===== src/rtl/i2c_pkg.sv =====
// Shared types and helpers for the I2C burst target: FSM state encoding,
// ACK/NACK line levels and pointer byte-count sizing.
package i2c_pkg;

  typedef enum logic [3:0] {
    IDLE    = 4'd0,
    DEVADDR = 4'd1,
    DEVACK  = 4'd2,
    PTR     = 4'd3,
    PTRACK  = 4'd4,
    WDATA   = 4'd5,
    WDACK   = 4'd6,
    RDATA   = 4'd7,
    RDACK   = 4'd8,
    IGNORE  = 4'd9
  } i2c_state_t;

  localparam logic I2C_ACK  = 1'b0;
  localparam logic I2C_NACK = 1'b1;

  // Number of pointer bytes needed to cover a memory address of width w.
  function automatic int unsigned PTR_BYTES(input int unsigned w);
    return (w + 32'd7) / 32'd8;
  endfunction

endpackage


===== src/rtl/i2c_line_cond.sv =====
// SCL/SDA conditioning: 2-FF synchroniser, FILT_LEN-sample level filter and
// registered one-cycle scl_rise/scl_fall/START/STOP pulses.
module i2c_line_cond #(
  parameter int unsigned FILT_LEN = 3
) (
  input  logic clk_i,
  input  logic reset_i,
  input  logic scl_i,
  input  logic sda_i,
  output logic scl_rise_o,
  output logic scl_fall_o,
  output logic start_o,
  output logic stop_o,
  output logic sda_o
);

  logic [1:0]          scl_sync_q, sda_sync_q;
  logic [FILT_LEN-1:0] scl_hist_q, sda_hist_q;
  logic                scl_f_q, sda_f_q, scl_f_d, sda_f_d;
  logic                scl_rise_q, scl_fall_q, start_q, stop_q, sda_q;

  // A level is only accepted once the whole history window agrees.
  always_comb begin
    scl_f_d = scl_f_q;
    sda_f_d = sda_f_q;
    if (&scl_hist_q)       scl_f_d = 1'b1;
    else if (~|scl_hist_q) scl_f_d = 1'b0;
    if (&sda_hist_q)       sda_f_d = 1'b1;
    else if (~|sda_hist_q) sda_f_d = 1'b0;
  end

  always_ff @(posedge clk_i) begin
    if (reset_i) begin
      scl_sync_q <= '1;
      sda_sync_q <= '1;
      scl_hist_q <= '1;
      sda_hist_q <= '1;
      scl_f_q    <= 1'b1;
      sda_f_q    <= 1'b1;
      scl_rise_q <= 1'b0;
      scl_fall_q <= 1'b0;
      start_q    <= 1'b0;
      stop_q     <= 1'b0;
      sda_q      <= 1'b1;
    end else begin
      scl_sync_q <= {scl_sync_q[0], scl_i};
      sda_sync_q <= {sda_sync_q[0], sda_i};
      scl_hist_q <= FILT_LEN'({scl_hist_q, scl_sync_q[1]});
      sda_hist_q <= FILT_LEN'({sda_hist_q, sda_sync_q[1]});
      scl_f_q    <= scl_f_d;
      sda_f_q    <= sda_f_d;
      scl_rise_q <= scl_f_d & ~scl_f_q;
      scl_fall_q <= ~scl_f_d & scl_f_q;
      start_q    <= scl_f_q & scl_f_d & sda_f_q & ~sda_f_d;
      stop_q     <= scl_f_q & scl_f_d & ~sda_f_q & sda_f_d;
      sda_q      <= sda_f_d;
    end
  end

  assign scl_rise_o = scl_rise_q;
  assign scl_fall_o = scl_fall_q;
  assign start_o    = start_q;
  assign stop_o     = stop_q;
  assign sda_o      = sda_q;

endmodule


===== src/rtl/i2c_burst_target.sv =====
// I2C target with multi-byte register pointer and auto-incrementing burst
// reads/writes onto a simple ce/rden/wren memory bus; SCL/SDA are oversampled.
module i2c_burst_target
  import i2c_pkg::*;
#(
  parameter logic [6:0]  DEV_ADDR   = 7'h01,
  parameter int unsigned MEM_ADDR_W = 8,
  parameter int unsigned DATA_W     = 8,
  parameter int unsigned FILT_LEN   = 3
) (
  input  logic                  clk,
  input  logic                  reset,
  input  logic                  scl_in,
  input  logic                  sda_in,
  output logic                  sda_oe,
  output logic                  mem_ce,
  output logic                  mem_rden,
  output logic                  mem_wren,
  output logic [MEM_ADDR_W-1:0] mem_addr,
  output logic [DATA_W-1:0]     mem_wdata,
  input  logic [DATA_W-1:0]     mem_rdata,
  output logic                  busy
);

  localparam int unsigned BYTE_W    = 8;
  localparam int unsigned NPTR      = PTR_BYTES(MEM_ADDR_W);
  localparam int unsigned PTR_CNT_W = $clog2(NPTR + 1);

  if (DATA_W != 8) begin : g_bad_data_w
    $error("i2c_burst_target: DATA_W must be 8");
  end

  logic scl_rise, scl_fall, start, stop, sda_s;

  i2c_line_cond #(.FILT_LEN(FILT_LEN)) u_line_cond (
    .clk_i      (clk),
    .reset_i    (reset),
    .scl_i      (scl_in),
    .sda_i      (sda_in),
    .scl_rise_o (scl_rise),
    .scl_fall_o (scl_fall),
    .start_o    (start),
    .stop_o     (stop),
    .sda_o      (sda_s)
  );

  i2c_state_t            state_q, state_d;
  logic [2:0]            bit_cnt_q, bit_cnt_d;
  logic                  byte_full_q, byte_full_d;
  logic [BYTE_W-1:0]     shift_q, shift_d;
  logic [MEM_ADDR_W-1:0] ptr_q, ptr_d;
  logic [PTR_CNT_W-1:0]  ptr_cnt_q, ptr_cnt_d;
  logic                  rw_q, rw_d;
  logic                  sda_oe_q, sda_oe_d;
  logic                  ce_q, ce_d, rden_q, rden_d, wren_q, wren_d;
  logic [MEM_ADDR_W-1:0] addr_q, addr_d;
  logic [DATA_W-1:0]     wdata_q, wdata_d;
  logic                  busy_q, busy_d;
  logic                  rd_cap_q, rd_cap_d;

  always_ff @(posedge clk) begin
    if (reset) begin
      state_q     <= IDLE;
      bit_cnt_q   <= '0;
      byte_full_q <= 1'b0;
      shift_q     <= '0;
      ptr_q       <= '0;
      ptr_cnt_q   <= '0;
      rw_q        <= 1'b0;
      sda_oe_q    <= 1'b0;
      ce_q        <= 1'b0;
      rden_q      <= 1'b0;
      wren_q      <= 1'b0;
      addr_q      <= '0;
      wdata_q     <= '0;
      busy_q      <= 1'b0;
      rd_cap_q    <= 1'b0;
    end else begin
      state_q     <= state_d;
      bit_cnt_q   <= bit_cnt_d;
      byte_full_q <= byte_full_d;
      shift_q     <= shift_d;
      ptr_q       <= ptr_d;
      ptr_cnt_q   <= ptr_cnt_d;
      rw_q        <= rw_d;
      sda_oe_q    <= sda_oe_d;
      ce_q        <= ce_d;
      rden_q      <= rden_d;
      wren_q      <= wren_d;
      addr_q      <= addr_d;
      wdata_q     <= wdata_d;
      busy_q      <= busy_d;
      rd_cap_q    <= rd_cap_d;
    end
  end

  always_comb begin
    state_d     = state_q;
    bit_cnt_d   = bit_cnt_q;
    byte_full_d = byte_full_q;
    shift_d     = shift_q;
    ptr_d       = ptr_q;
    ptr_cnt_d   = ptr_cnt_q;
    rw_d        = rw_q;
    sda_oe_d    = sda_oe_q;
    ce_d        = 1'b0;
    rden_d      = 1'b0;
    wren_d      = 1'b0;
    addr_d      = addr_q;
    wdata_d     = wdata_q;
    busy_d      = busy_q;
    rd_cap_d    = rden_q;

    // Read data is valid the clk after the strobe; capture it one clk later.
    if (rd_cap_q) shift_d = BYTE_W'(mem_rdata);

    if (start) begin
      state_d     = DEVADDR;
      bit_cnt_d   = '0;
      byte_full_d = 1'b0;
      sda_oe_d    = 1'b0;
      busy_d      = 1'b1;
    end else if (stop) begin
      state_d     = IDLE;
      bit_cnt_d   = '0;
      byte_full_d = 1'b0;
      sda_oe_d    = 1'b0;
      busy_d      = 1'b0;
    end else begin
      case (state_q)
        DEVADDR, PTR, WDATA: begin
          if (scl_rise) begin
            shift_d   = {shift_q[BYTE_W-2:0], sda_s};
            bit_cnt_d = bit_cnt_q + 3'd1;
            if (bit_cnt_q == 3'd7) byte_full_d = 1'b1;
          end else if (scl_fall && byte_full_q) begin
            byte_full_d = 1'b0;
            if (state_q == DEVADDR) begin
              if (shift_q[7:1] == DEV_ADDR && shift_q[7:1] != 7'd0) begin
                state_d  = DEVACK;
                sda_oe_d = ~I2C_ACK;
                rw_d     = shift_q[0];
              end else begin
                state_d = IGNORE;
                busy_d  = 1'b0;
              end
            end else if (state_q == PTR) begin
              state_d   = PTRACK;
              sda_oe_d  = ~I2C_ACK;
              ptr_d     = MEM_ADDR_W'({ptr_q, shift_q});
              ptr_cnt_d = ptr_cnt_q + PTR_CNT_W'(1);
            end else begin
              state_d  = WDACK;
              sda_oe_d = ~I2C_ACK;
              ce_d     = 1'b1;
              wren_d   = 1'b1;
              addr_d   = ptr_q;
              wdata_d  = DATA_W'(shift_q);
            end
          end
        end
        DEVACK: begin
          // Reads fetch at the ACK-bit rise so bit 7 is ready for the next fall.
          if (scl_rise && rw_q) begin
            state_d   = RDATA;
            bit_cnt_d = '0;
            ce_d      = 1'b1;
            rden_d    = 1'b1;
            addr_d    = ptr_q;
          end else if (scl_fall) begin
            state_d   = PTR;
            sda_oe_d  = 1'b0;
            bit_cnt_d = '0;
            ptr_cnt_d = '0;
          end
        end
        PTRACK: begin
          if (scl_fall) begin
            sda_oe_d = 1'b0;
            state_d  = (ptr_cnt_q == PTR_CNT_W'(NPTR)) ? WDATA : PTR;
          end
        end
        WDACK: begin
          if (scl_fall) begin
            sda_oe_d = 1'b0;
            ptr_d    = ptr_q + MEM_ADDR_W'(1);
            state_d  = WDATA;
          end
        end
        RDATA: begin
          if (scl_rise) begin
            bit_cnt_d = bit_cnt_q + 3'd1;
            if (bit_cnt_q == 3'd7) byte_full_d = 1'b1;
          end else if (scl_fall) begin
            if (byte_full_q) begin
              byte_full_d = 1'b0;
              state_d     = RDACK;
              sda_oe_d    = 1'b0;
              ptr_d       = ptr_q + MEM_ADDR_W'(1);
            end else begin
              sda_oe_d = ~shift_q[BYTE_W-1];
              shift_d  = {shift_q[BYTE_W-2:0], 1'b1};
            end
          end
        end
        RDACK: begin
          if (scl_rise) begin
            if (sda_s == I2C_ACK) begin
              state_d   = RDATA;
              bit_cnt_d = '0;
              ce_d      = 1'b1;
              rden_d    = 1'b1;
              addr_d    = ptr_q;
            end else begin
              state_d = IGNORE;
            end
          end
        end
        IDLE, IGNORE: ;
        default: state_d = IDLE;
      endcase
    end
  end

  assign sda_oe    = sda_oe_q;
  assign mem_ce    = ce_q;
  assign mem_rden  = rden_q;
  assign mem_wren  = wren_q;
  assign mem_addr  = addr_q;
  assign mem_wdata = wdata_q;
  assign busy      = busy_q;

endmodule

===== config.mk =====
export PLATFORM = sky130hd
export DESIGN_NAME = i2c_burst_target
export DESIGN_NICKNAME = d
export VERILOG_FILES = /design/src/rtl/i2c_pkg.sv /design/src/rtl/i2c_line_cond.sv /design/src/rtl/i2c_burst_target.sv
export SDC_FILE = /design/constraint.sdc
export NUM_CORES = 1
export LEC_CHECK = 0
export BUFFER_PORTS_ARGS = -buffer_cell sky130_fd_sc_hd__buf_4
export CAP_MARGIN = 10
export CORE_AREA = 3 3 113 115
export DETAILED_ROUTE_END_ITERATION = 10
export DIE_AREA = 0 0 116 118
export HOLD_SLACK_MARGIN = 0.03
export PLACE_DENSITY = 0.39
export SLEW_MARGIN = 10
export SYNTH_ARGS = -nofsm -noshare
export SYNTH_HDL_FRONTEND = slang
export SYNTH_SLANG_ARGS = --single-unit

===== constraint.sdc =====
create_clock -name clk -period 2.1 [get_ports clk]
set_input_delay 0.21 -clock clk [delete_from_list [all_inputs] [get_ports clk]]
set_output_delay 0.21 -clock clk [all_outputs]
set_load 0.05 [all_outputs]

==> metrics.md <==
| Metric | Value |
|---|---|
| Run status | `completed` |
| Worst hold margin | `0.05792 ns` |
| Hold Path Depth | `2` |
| EDFF count, synth | `0` |
| Sequential share of the synthesized area | `41.54%` |
| Worst Setup EP | `mem_addr[2]$_SDFFE_PP0P_` |
| Root Buffer | `clkbuf_16` |
| DP Wirelength | `6107 um` |
| Net Sw Frac | `21.70%` |
| Max_cap viols | `0` |
| Reg2reg setup slack | `0.13 ns` |
| Syn_nets | `366` |
| Power per Cell Area | `725.0 nW/um^2` |
| Combinational share of power | `4.9%` |
| Rel. slew slack | `61.38%` |
| GR Util All Layers | `12.95%` |
| Final Setup Violations | `0` |
| Worst-Margin Slew | `0.5754 ns` |
| Number of synthesized register bits | `64` |
| RSZ-0062 raised after global routing | `false` |
| Count of hold buffers inserted by post-cts repair | `0` |
| Initial core utilization | `25.89%` |
| Clock power share | `53.2%` |
| Grt total ovfl | `0` |
| Initial DRT Pass Iterations | `4` |
| Critical path peak fanout | `8` |
| Area of the mapped netlist | `3084 sq um` |
| Leading area contributor after synthesis | `dfxtp_1` |
| Core area | `11910 sq um` |
| Drt initial violations | `101` |
| Net Sw Power | `638.5 uW` |
| Die Footprint | `13690 sq um` |
| Placed instance area | `3720 sq um` |
| First-pass GRT wire length | `13880 um` |
| Layout Nets | `425` |
| # resized after CTS | `0` |
| Num CTS Buffers | `9` |
| I/O pins | `33` |
| Wire length per cell | `14.74 um` |
| Synth top area share | `41.54%` |
| Synth area leaders | `dfxtp_1 (42%), mux2i_1 (10%), nor2_1 (7.1%)` |
| Fin. Hold Viols | `0` |
| Hold Crit Class | `primary input to flop` |
| Synthesized instance count | `351` |
| Pint | `2.304 mW` |
| Flop pwr share | `41.9%` |
| Share of cells above drive strength 1 | `29.40%` |
| Antenna Nets Post-Route | `0` |
| Area delta synth->final | `31.60%` |
| CTS tree | `built` |
| Largest net degree at the start of global routing | `56` |
| Gp weighted congestion | `0.8395` |
| Number of global-route vias before repair | `2714` |
| Via count | `2728` |
| Clk_lat worst skew | `0.34 ns` |
| Max H-tree Level | `3` |
| # DRC | `0` |
| R2R Path Start | `state_q[0]$_SDFFE_PP0P_` |
| Filler instances | `1269` |
| Post-route cell area | `4059 sq um` |
| Total routed wirelength | `8286 um` |
| Clk buf depth | `2` |
| Post-synthesis async set-or-reset flop share | `0%` |
| Input/output buffers | `32` |
| Die width | `116 um` |
| Diode count | `0` |
| Number of setup buffers added after CTS | `0` |
| Initial antenna violation count | `0` |
| Register clock-pin slew on the reported worst setup and hold paths | `0.05 ns` |
| Max IR drop VDD | `278.2 uV` |
| Reg2Reg Capture Point | `mem_addr[2]$_SDFFE_PP0P_` |
| Reg2reg path depth | `6` |
| Hold Path Origin | `scl_in` |
| Total negative slack | `0 ns` |
| FP Rows | `40` |
| Clock Sinks | `64` |
| Die Span Y | `118 um` |
| Top_reg_cell synth | `dfxtp_1` |
| Synth cell types | `52` |
| Setup Crit Path Kind | `flop to flop` |
| Yosys warns | `0` |
| Clock skew | `0.006052 ns` |
| Period utilisation layout | `93.75%` |
| Crit path from | `state_q[0]$_SDFFE_PP0P_` |
| Post-synth top cells | `dfxtp_1 (64), nor2_1 (58), mux2i_1 (31), nand2_1 (21), a21oi_1 (19)` |
| Most common cell in the synthesized netlist | `dfxtp_1` |
| Max-slew violations | `0` |
| Fin crit period | `1.969 ns` |
| Via density | `4.854` |
| Leak pwr | `1.640 nW` |
| CP Data Arrival Time | `2.18 ns` |
| CP endpoint kind | `flop` |
| CP Launch Type | `flop` |
| Critical Path RT | `2.31 ns` |
| FMAX | `508.0 MHz` |
| Syn Area/Cell | `8.787 sq um` |
## power by group through the flow
| stage | combinational (mW) | clock, mW | sequential (mW) |
|---|---|---|---|
| CTS | 0.145 | 1.62 | 1.23 |
| global route | 0.158 | 1.67 | 1.23 |
| global placement | 0.146 | 0 | 1.26 |
| detailed placement | 0.146 | 0 | 1.26 |
| finish | 0.144 | 1.56 | 1.23 |
| floorplan | 0.0770 | 0 | 1.26 |
## per-layer routing
metal	GRT usage [%]	vias to the layer above	part of all wire, %	wire length, um
met3	2.982	21	3.8	312
li1	-	1374	-	-
met5	0	-	0	0
met4	6.962	0	3.2	264
met2	19.46	44	46	3800
met1	17.01	1289	47	3909
## worst max-delay path: stages, from the launching register on
cell and delay [ns]:
dfxtp_1 0.41, or4b_2 0.76, a21oi_1 0.24, nor4_4 0.08, buf_12 0.16, mux2i_1 0.15, nor2_1 0.05
## placed cells by master, fill, tap and decap left out, types with 3 or more instances in the layout
cell type / instances
dfxtp_1: 62
mux2i_1: 31
o21ai_0: 9
inv_1: 4
clkbuf_16: 9
or3_1: 4
a211oi_1: 3
a31oi_1: 3
mux2_2: 7
nand4_1: 4
ha_1: 3
clkbuf_8: 3
o32ai_1: 4
a21oi_1: 19
nor3b_1: 3
nor2_1: 57
nand3_1: 11
o22ai_1: 5
nor3_1: 5
nand3b_1: 4
nor4_1: 4
buf_4: 69
or2_2: 12
nand2b_1: 7
nand2_1: 21
nor2b_1: 4
## stage by stage
step	utilization, %	cells	power (mW)	worst slack [ns]
final	34.08	562	2.943	0.1313
after CTS	33.90	562	2.998	0.06141
after global routing	34.08	562	3.058	0.01382
after detailed placement	31.23	546	1.404	0.04075
after global placement	31.23	546	1.405	0.07120
after floorplan	-	351	1.339	0.1615
## flip-flops by register name (all words and copies together) (netlist names), 2 cells and up
name	count
mem_addr	8
u_line_cond.sda_sync_q	2
u_line_cond.sda_hist_q	3
state_q	4
u_line_cond.scl_sync_q	2
u_line_cond.scl_hist_q	3
bit_cnt_q	3
mem_wdata	8
ptr_q	8
shift_q	8
## cell type report
cell class / count / area, sq um / area share (%)
repair buffers: 71 / 558.0 / 13.75
inverters: 4 / 15.01 / 0.3699
multi-input cells: 260 / 1700 / 41.89
flip-flops and latches: 64 / 1284 / 31.63
clock inverters: 4 / 51.30 / 1.264
well taps: 147 / 183.9 / 4.531
clock buffers: 12 / 266.5 / 6.566
## cells by family after synthesis
family / count (synthesis) / share of synthesized area [%]
xor+xnor: 3 / 0.8521
mux: 38 / 12.62
fa+ha+maj: 3 / 1.217
compound gates: 63 / 14.12
simple gates: 153 / 25.72
buf+inv: 27 / 3.935
flops: 64 / 41.54
## worst min-delay path by stage
| stage | endpoint | slack [ns] |
|---|---|---|
| detailed placement | u_line_cond.sda_hist_q[0]$_SDFF_PP1_ | 0.39 |
| CTS | u_line_cond.scl_sync_q[0]$_SDFF_PP1_ | 0.05 |
| floorplan | u_line_cond.scl_sync_q[0]$_SDFF_PP1_ | 0.31 |
| global placement | u_line_cond.sda_hist_q[0]$_SDFF_PP1_ | 0.39 |
| finish | u_line_cond.scl_sync_q[0]$_SDFF_PP1_ | 0.06 |
| global route | u_line_cond.scl_sync_q[0]$_SDFF_PP1_ | 0.06 |
Note: power is estimated with default switching activity, not from simulation.
